--- src/rtl/conv_acc_bank.sv ---
// conv_acc_bank
// Multi-lane convolution accumulator. Each beat carries LANES signed
// products that are summed and folded into a window accumulator. The
// accumulator is seeded from a run-time writable per-plane bias table on the
// first beat of a window. On the last beat of a window the result is
// saturated or truncated to DATA_W, optionally passed through ReLU, and
// presented with a one-cycle valid strobe.
//
// Ports:
//   clk, rst           - clock, synchronous active-high reset
//   in_data            - LANES x DATA_W signed lanes, lane i at [i*DATA_W +: DATA_W]
//   in_valid/first/last- beat strobe and window delimiters (qualified by in_valid)
//   plane_next         - advance the plane pointer (wraps at NUM_PLANES)
//   bias_wr_en/addr/data - bias table write port
//   out_data/out_valid - window result and one-cycle strobe
//   out_plane          - plane index whose bias seeded the result
//   out_sat            - result was clipped by saturation
//   plane_done         - one-cycle pulse when the pointer wraps to 0
module conv_acc_bank #(
    parameter int DATA_W     = 16,
    parameter int LANES      = 4,
    parameter int NUM_PLANES = 6,
    parameter int GUARD      = 8,
    parameter int SAT        = 1,
    parameter int RELU       = 0
) (
    input  logic                          clk,
    input  logic                          rst,
    input  logic [LANES*DATA_W-1:0]       in_data,
    input  logic                          in_valid,
    input  logic                          in_first,
    input  logic                          in_last,
    input  logic                          plane_next,
    input  logic                          bias_wr_en,
    input  logic [$clog2(NUM_PLANES)-1:0] bias_wr_addr,
    input  logic [DATA_W-1:0]             bias_wr_data,
    output logic [DATA_W-1:0]             out_data,
    output logic                          out_valid,
    output logic [$clog2(NUM_PLANES)-1:0] out_plane,
    output logic                          out_sat,
    output logic                          plane_done
);

    localparam int LANE_BITS = $clog2(LANES);
    localparam int SUM_W     = DATA_W + LANE_BITS;
    localparam int ACC_W     = SUM_W + GUARD;
    localparam int PTR_W     = $clog2(NUM_PLANES);

    localparam logic [PTR_W-1:0] LAST_PTR = PTR_W'(NUM_PLANES - 1);

    // Saturation bounds expressed at accumulator width.
    localparam logic signed [ACC_W-1:0] SAT_MAX =
        {{(ACC_W-DATA_W+1){1'b0}}, {(DATA_W-1){1'b1}}};
    localparam logic signed [ACC_W-1:0] SAT_MIN =
        {{(ACC_W-DATA_W+1){1'b1}}, {(DATA_W-1){1'b0}}};

    // Reduce an accumulator value to DATA_W: saturate (or wrap), then ReLU.
    // Returns {clipped_flag, data}.
    function automatic logic [DATA_W:0] post_proc(input logic [ACC_W-1:0] v);
        logic signed [ACC_W-1:0] sv;
        logic [DATA_W-1:0]       d;
        logic                    s;
        sv = v;
        if (SAT != 0) begin
            if (sv > SAT_MAX) begin
                d = SAT_MAX[DATA_W-1:0];
                s = 1'b1;
            end else if (sv < SAT_MIN) begin
                d = SAT_MIN[DATA_W-1:0];
                s = 1'b1;
            end else begin
                d = v[DATA_W-1:0];
                s = 1'b0;
            end
        end else begin
            d = v[DATA_W-1:0];
            s = 1'b0;
        end
        if ((RELU != 0) && d[DATA_W-1]) begin
            d = '0;
        end else begin
            d = d;
        end
        return {s, d};
    endfunction

    logic [SUM_W-1:0]  lane_sum_s;
    logic [ACC_W-1:0]  bias_ext_s;
    logic [ACC_W-1:0]  sum_ext_s;
    logic [ACC_W-1:0]  acc_next_s;
    logic [DATA_W:0]   post_s;

    logic [SUM_W-1:0]  s1_sum_r;
    logic              s1_valid_r;
    logic              s1_first_r;
    logic              s1_last_r;
    logic [PTR_W-1:0]  s1_ptr_r;
    logic [PTR_W-1:0]  ptr_r;
    logic [ACC_W-1:0]  acc_r;
    logic [DATA_W-1:0] bias_r [NUM_PLANES];

    // Exact sign-extended sum of all lanes of the incoming beat.
    always_comb begin
        lane_sum_s = '0;
        for (int i = 0; i < LANES; i++) begin
            lane_sum_s = lane_sum_s +
                {{LANE_BITS{in_data[i*DATA_W+DATA_W-1]}}, in_data[i*DATA_W +: DATA_W]};
        end
    end

    // Next accumulator value: bias-seeded on first beat, running sum otherwise.
    always_comb begin
        bias_ext_s = {{(ACC_W-DATA_W){bias_r[s1_ptr_r][DATA_W-1]}}, bias_r[s1_ptr_r]};
        sum_ext_s  = {{GUARD{s1_sum_r[SUM_W-1]}}, s1_sum_r};
        if (s1_first_r) begin
            acc_next_s = bias_ext_s + sum_ext_s;
        end else begin
            acc_next_s = acc_r + sum_ext_s;
        end
        post_s = post_proc(acc_next_s);
    end

    // Stage 1: capture beat sum, qualified flags and the pointer in use.
    always_ff @(posedge clk) begin
        if (rst) begin
            s1_sum_r   <= '0;
            s1_valid_r <= 1'b0;
            s1_first_r <= 1'b0;
            s1_last_r  <= 1'b0;
            s1_ptr_r   <= '0;
        end else begin
            s1_sum_r   <= lane_sum_s;
            s1_valid_r <= in_valid;
            s1_first_r <= in_valid & in_first;
            s1_last_r  <= in_valid & in_last;
            s1_ptr_r   <= ptr_r;
        end
    end

    // Plane pointer with wrap pulse.
    always_ff @(posedge clk) begin
        if (rst) begin
            ptr_r      <= '0;
            plane_done <= 1'b0;
        end else if (plane_next) begin
            if (ptr_r == LAST_PTR) begin
                ptr_r      <= '0;
                plane_done <= 1'b1;
            end else begin
                ptr_r      <= ptr_r + PTR_W'(1);
                plane_done <= 1'b0;
            end
        end else begin
            plane_done <= 1'b0;
        end
    end

    // Bias table; out-of-range addresses match no entry and are dropped.
    always_ff @(posedge clk) begin
        for (int i = 0; i < NUM_PLANES; i++) begin
            if (rst) begin
                bias_r[i] <= '0;
            end else if (bias_wr_en && (bias_wr_addr == PTR_W'(i))) begin
                bias_r[i] <= bias_wr_data;
            end else begin
                bias_r[i] <= bias_r[i];
            end
        end
    end

    // Stage 2: accumulate and register the window result on the last beat.
    always_ff @(posedge clk) begin
        if (rst) begin
            acc_r     <= '0;
            out_data  <= '0;
            out_valid <= 1'b0;
            out_plane <= '0;
            out_sat   <= 1'b0;
        end else if (s1_valid_r) begin
            acc_r <= acc_next_s;
            if (s1_last_r) begin
                out_data  <= post_s[DATA_W-1:0];
                out_sat   <= post_s[DATA_W];
                out_plane <= s1_ptr_r;
                out_valid <= 1'b1;
            end else begin
                out_valid <= 1'b0;
            end
        end else begin
            out_valid <= 1'b0;
        end
    end

endmodule

--- config.mk ---
export PLATFORM = sky130hd
export DESIGN_NAME = conv_acc_bank
export DESIGN_NICKNAME = d
export VERILOG_FILES = /design/src/rtl/conv_acc_bank.sv
export SDC_FILE = /design/constraint.sdc
export NUM_CORES = 1
export LEC_CHECK = 0
export CAP_MARGIN = 20
export CORE_MARGIN = 3
export CORE_UTILIZATION = 40
export DETAILED_ROUTE_END_ITERATION = 8
export PLACE_DENSITY_LB_ADDON = 0.3
export SYNTH_ARGS = -nofsm -noshare
export SYNTH_HDL_FRONTEND = slang
export SYNTH_SLANG_ARGS = --single-unit
export TNS_END_PERCENT = 100
--- constraint.sdc ---
create_clock -name clk -period 5.5 [get_ports clk]
set_input_delay 0.55 -clock clk [delete_from_list [all_inputs] [get_ports clk]]
set_output_delay 0.55 -clock clk [all_outputs]
set_load 0.02 [all_outputs]
## After elaboration in Yosys (flattened, before gate mapping)

Memories as Yosys holds them, arrays and structs flattened. A register that Yosys moved wholly into a read port is not among the register bits.
Cells that the tools add are included.

| storage, ports and cells | value |
|---|---|
| register bits after elaboration | 75 |
| memories | 1 |
| memory bits (writable) | 96 |
| input bits | 90 |

Memories:

| name | depth | width | read ports | clocked after Yosys merged registers in | wr ports | line | text |
|---|---|---|---|---|---|---|---|
| bias_r | 6 | 16 | 1 | 1 | 6 | 100 | `logic [DATA_W-1:0] bias_r [NUM_PLANES];` |

| operators by class | value |
|---|---|
| bitwise operators | 16 |
| mux-type cells | 59 |
| magnitude comparators | 2 |
| eq/ne operators | 12 |
| add/subtract/negate cells | 6 |
| reductions and logical operators | 16 |

Operators by type and width:

| kind | number |
|---|---|
| $mux 16 | 14 |
| $mux 1 | 42 |
| $add 26x26->26 | 1 |
| $gt 26x16->1 const B | 1 |
| $lt 26x16->1 const B | 1 |
| $mux 26 | 1 |
| $add 16x18->19 | 1 |
| $add 17x16->18 | 1 |
| $add 18x18->18 | 1 |
| $add 16x16->17 | 1 |
| $reduce_and 2->1 | 7 |
| $or 1x1->1 | 12 |
| $eq 3x3->1 const B | 3 |
| $eq 3x2->1 const B | 2 |
| $logic_and 1x1->1 | 6 |
| $mux 3 | 2 |
| $ne 0x0->1 | 6 |
| $reduce_or 2->1 | 2 |
| $add 3x1->3 const B | 1 |
| $eq 3x1->1 const B | 1 |
| $logic_not 3->1 | 1 |
| $and 1x1->1 | 2 |
| $not 1->1 | 2 |

## Depth between registers and ports, before layout

| depth | value |
|---|---|
| word-level depth | 7 |
| mapped depth | 18 |
| mapped depth without buffers | 15 |

## Worst setup path before layout

Ideal clock, no wire load.

| timing | value |
|---|---|
| path kind | flip-flop to flip-flop |
| start | reg, netlist name s1_ptr_r[0] |
| end | reg out_data[13] |
| clock period less this slack | 4.462 ns |
| cell stages (with the launch flop) | 18 |
| required time | 5.368 ns |
| arrival time | 4.329 ns |
| slack | 1.038 ns |
| path through | dfxtp_1 -> clkbuf_1 -> buf_1 -> clkbuf_1 -> mux2i_1 -> a21oi_1 -> ha_1 -> nand3_2 -> or4_4 -> nor2_1 -> a211oi_2 -> and2_4 -> buf_6 -> nor4_2 -> nand4_1 -> o41ai_4 -> buf_6 -> o32ai_1 |

RTL lines:

| element | line | text |
|---|---|---|
| end signal: assignment | 182 | `out_data <= post_s[DATA_W-1:0];` |
| end: declaration | 37 | `output logic [DATA_W-1:0] out_data,` |

==> results.sh <==
export IMPL_hold_viol_final=0
export IMPL_min_from="out_plane[2]$_SDFFE_PP0P_"
export IMPL_antenna_cells=0
export IMPL_first_pass_iters=5
export IMPL_combPwrFrac_pct=41.9
export IMPL_synth_seq_cells=171
export IMPL_internal_power_w=0.002981
export IMPL_max_slew_margin_pct=32.91
export IMPL_period_share_pct=85.76
export IMPL_max_freq_mhz=212.0
export IMPL_area_delta_synth_final_pct=18.30
export IMPL_wire_per_inst_microns=17.65
export IMPL_rsz0062_at_grt="false"
export IMPL_grt_max_degree=84
export IMPL_vias_per_cell=5.494
export IMPL_grt_pass1_vias=8215
export IMPL_die_y_microns=171.4
export IMPL_antenna_left=0
export IMPL_dp_hpwl_microns=19870
export IMPL_htreeDepth=4
export IMPL_clock_sinks=171
export IMPL_finalSetupTns_ps=0
export IMPL_track_usage_pct=18.85
export IMPL_hold_end="out_plane[2]$_SDFFE_PP0P_"
export IMPL_multi_input_area_sq_um=6264
export IMPL_die_w_microns=171.4
export IMPL_worstPathRequired_ps=5810
export IMPL_p_per_area_nw_per_um2=379.8
export IMPL_cap_violations=0
export IMPL_finalWirelength_microns=26950
export IMPL_outcome="finished, final reports clean"
export IMPL_cts_buffer_depth=2
export IMPL_worstPathMaxFanout=17
export IMPL_grt_pass1_wl_microns=43470
export IMPL_drt_initial_drc_count=698
export IMPL_min_period_ps=4717
export IMPL_cts_resized=0
export IMPL_cp_arrival_ps=5030
export IMPL_r2r_start="s1_ptr_r[0]$_SDFF_PP0_"
export IMPL_worst_slew_pin_transition_ps=1003
export IMPL_die_area_sq_um=29370
export IMPL_clock_latency_ps=440
export IMPL_syn_area_per_cell_sq_um=10.04
export IMPL_pin_count=112
export IMPL_num_rows=59
export IMPL_leakagePower_nw=4.891
export IMPL_syn_inst=1090
export IMPL_p_seq_share_pct=32.9
export IMPL_setup_violations=0
export IMPL_netSwitchingPower_w=0.001935
export IMPL_netlist_area_sq_um=10940
export IMPL_overflow=0
export IMPL_start_kind="flip-flop"
export IMPL_criticalPathCategory="reg2reg"
export IMPL_globalplace_congestion=0.9029
export IMPL_synth_edf_count=96
export IMPL_cts_root_buf="clkbuf_16"
export IMPL_cts_setup_buffers=0
export IMPL_reg2reg_slack_ps=780
export IMPL_ys_async_sr_fraction_pct=0
export IMPL_seq_area_sq_um=4385
export IMPL_drive_above_1_share_pct=6.628
export IMPL_crit_path_end_kind="flip-flop"
export IMPL_yosysWarnings=0
export IMPL_yosys_cell_types_count=72
export IMPL_core_area_sq_um=26500
export IMPL_min_path_cells=2
export IMPL_ys_seq_area_share_pct=40.07
export IMPL_routed_via_count=8389
export IMPL_hold_class="reg2reg"
export IMPL_fin_worst_skew_ps=11.61
export IMPL_max_vdd_ir_drop_mv=0.1721
export IMPL_nets=1364
export IMPL_cts_tree="done"
export IMPL_cts_made_buffers=17
export IMPL_ys_flop_type="edfxtp_1"
export IMPL_report_final_slew_viol_count=0
export IMPL_initial_core_util_pct=41.28
export IMPL_port_buffers=111
export IMPL_fillers=2429
export IMPL_syn_nets=1275
export IMPL_hold_buffers=0
export IMPL_antenna_found_initial=1
export IMPL_r2r_cells=13
export IMPL_clockPowerShare_pct=25.2
export IMPL_r2r_end="out_sat$_SDFFE_PP0P_"
export IMPL_p_total_w=0.004916
export IMPL_drc=0
export IMPL_path_clk_slew_ps=70
export IMPL_switching_share_pct=39.37
-- routing by layer --
layer | track usage, % | vias up | part of all wire [%]
met4 | 3.989 | 0 | 1.2
met3 | 2.850 | 24 | 5.1
li1 | - | 4163 | -
met1 | 25.33 | 3996 | 45
met5 | 0 | - | 0
met2 | 32.48 | 206 | 49
-- layout make-up --
class | instances | share of cell area [%]
Tap cell | 335 | 3.239
Clock inverter | 14 | 1.344
Multi-Input combinational cell | 842 | 48.40
Inverter | 28 | 0.8121
Sequential cell | 171 | 33.88
Timing Repair Buffer | 119 | 9.010
Clock buffer | 18 | 3.316
-- layout by cell type (no fill, tap or decap), drive strengths merged, types with 12 or more instances in the layout --
| cell type | instances |
|---|---|
| a211oi | 36 |
| a21o | 19 |
| a21oi | 76 |
| and2 | 104 |
| clkbuf | 18 |
| clkdlybuf4s50 | 110 |
| dfxtp | 75 |
| edfxtp | 96 |
| fa | 35 |
| ha | 60 |
| inv | 33 |
| mux2i | 27 |
| mux4 | 16 |
| nand2 | 69 |
| nand3 | 22 |
| nor2 | 120 |
| nor2b | 18 |
| nor3 | 16 |
| o21ai | 45 |
| o32ai | 12 |
| xnor2 | 21 |
| xor2 | 17 |
-- cell families after synthesis --
| family | Yosys count | synth area share [%] |
|---|---|---|
| simple gates | 401 | 18.63 |
| fa+ha+maj | 95 | 13.27 |
| xor+xnor | 38 | 3.042 |
| buf+inv | 77 | 2.813 |
| flops | 171 | 40.07 |
| mux | 44 | 5.867 |
| compound gates | 264 | 16.31 |
-- worst max path at each step --
stage                      startpoint  slack, ps  cells after the start                         to
2_1_floorplan  s1_ptr_r[0]$_SDFF_PP0_       1040                     17  out_data[13]$_SDFFE_PP0P_
3_3_place_gp   s1_ptr_r[0]$_SDFF_PP0_        810                     13       out_sat$_SDFFE_PP0P_
3_5_place_dp   s1_ptr_r[0]$_SDFF_PP0_        840                     13       out_sat$_SDFFE_PP0P_
4_1_cts        s1_ptr_r[0]$_SDFF_PP0_        700                     13       out_sat$_SDFFE_PP0P_
5_1_grt        s1_ptr_r[0]$_SDFF_PP0_        320                     14   out_data[0]$_SDFFE_PP0P_
6_report       s1_ptr_r[0]$_SDFF_PP0_        780                     13       out_sat$_SDFFE_PP0P_
-- worst max-delay path: stages, from the launching register on --
cell       delay (ps)
dfxtp_2           710
mux4_2            580
nor2_1            100
a21oi_1           100
ha_1              470
nand2_1           140
a2111oi_0         540
o21ai_0           340
nand4_1           170
nor3b_1           340
or2_2             200
nor4b_1           370
a41o_1            420
a21oi_1           110
-- flip-flops by register name, summed over array words and instances, names as in the netlist, 3 cells and up --
| signal | cells |
|---|---|
| s1_ptr_r | 3 |
| s1_sum_r | 18 |
| ptr_r | 3 |
| out_plane | 3 |
| bias_r | 96 |
| acc_r | 26 |
| out_data | 16 |
-- power by group through the flow --
stage | logic (W) | registers (W) | clock network (W)
3_3_place_gp | 0.00201 | 0.00165 | 0
2_1_floorplan | 0.00152 | 0.00159 | 0
3_5_place_dp | 0.00202 | 0.00165 | 0
4_1_cts | 0.00204 | 0.00162 | 0.00125
6_report | 0.00206 | 0.00162 | 0.00124
5_1_grt | 0.00231 | 0.00163 | 0.00131
-- cell usage after synthesis, drive strengths merged (9+ instances only) --
cell      n  area, sq um
edfxtp   96         2883
clkbuf   36        135.1
o21bai   10        75.07
dfxtp    75         1501
fa       35        700.7
mux2i    27        270.3
and2    104        653.1
xor2     17        148.9
nor3     16        80.08
o32ai    12        105.1
buf      13        67.56
nand2    69        259.0
ha       60        750.7
a21o     19        142.6
o21ai    45        225.2
mux4     16        360.4
nor2b    18        112.6
inv      27        101.4
a211oi   36        280.3
xnor2    21        183.9
nor2    120        452.9
nand4     9        56.30
a31oi    11        68.82
a21oi    76        380.4
nand3    22        115.1
-- stage by stage --
stage	std cells	worst slack (ps)	utilization (%)	hold WS, ps	instance area, sq um
after floorplan	1090	1038	-	449.8	10940
after global placement	1495	806.9	46.56	458.1	12340
after detailed placement	1495	836.0	46.56	455.9	12340
after CTS	1527	703.4	48.84	466.3	12940
after global routing	1527	322.8	48.84	488.7	12940
final	1527	783.3	48.84	461.6	12940
No activity file was read; power rests on OpenSTA's default activity.
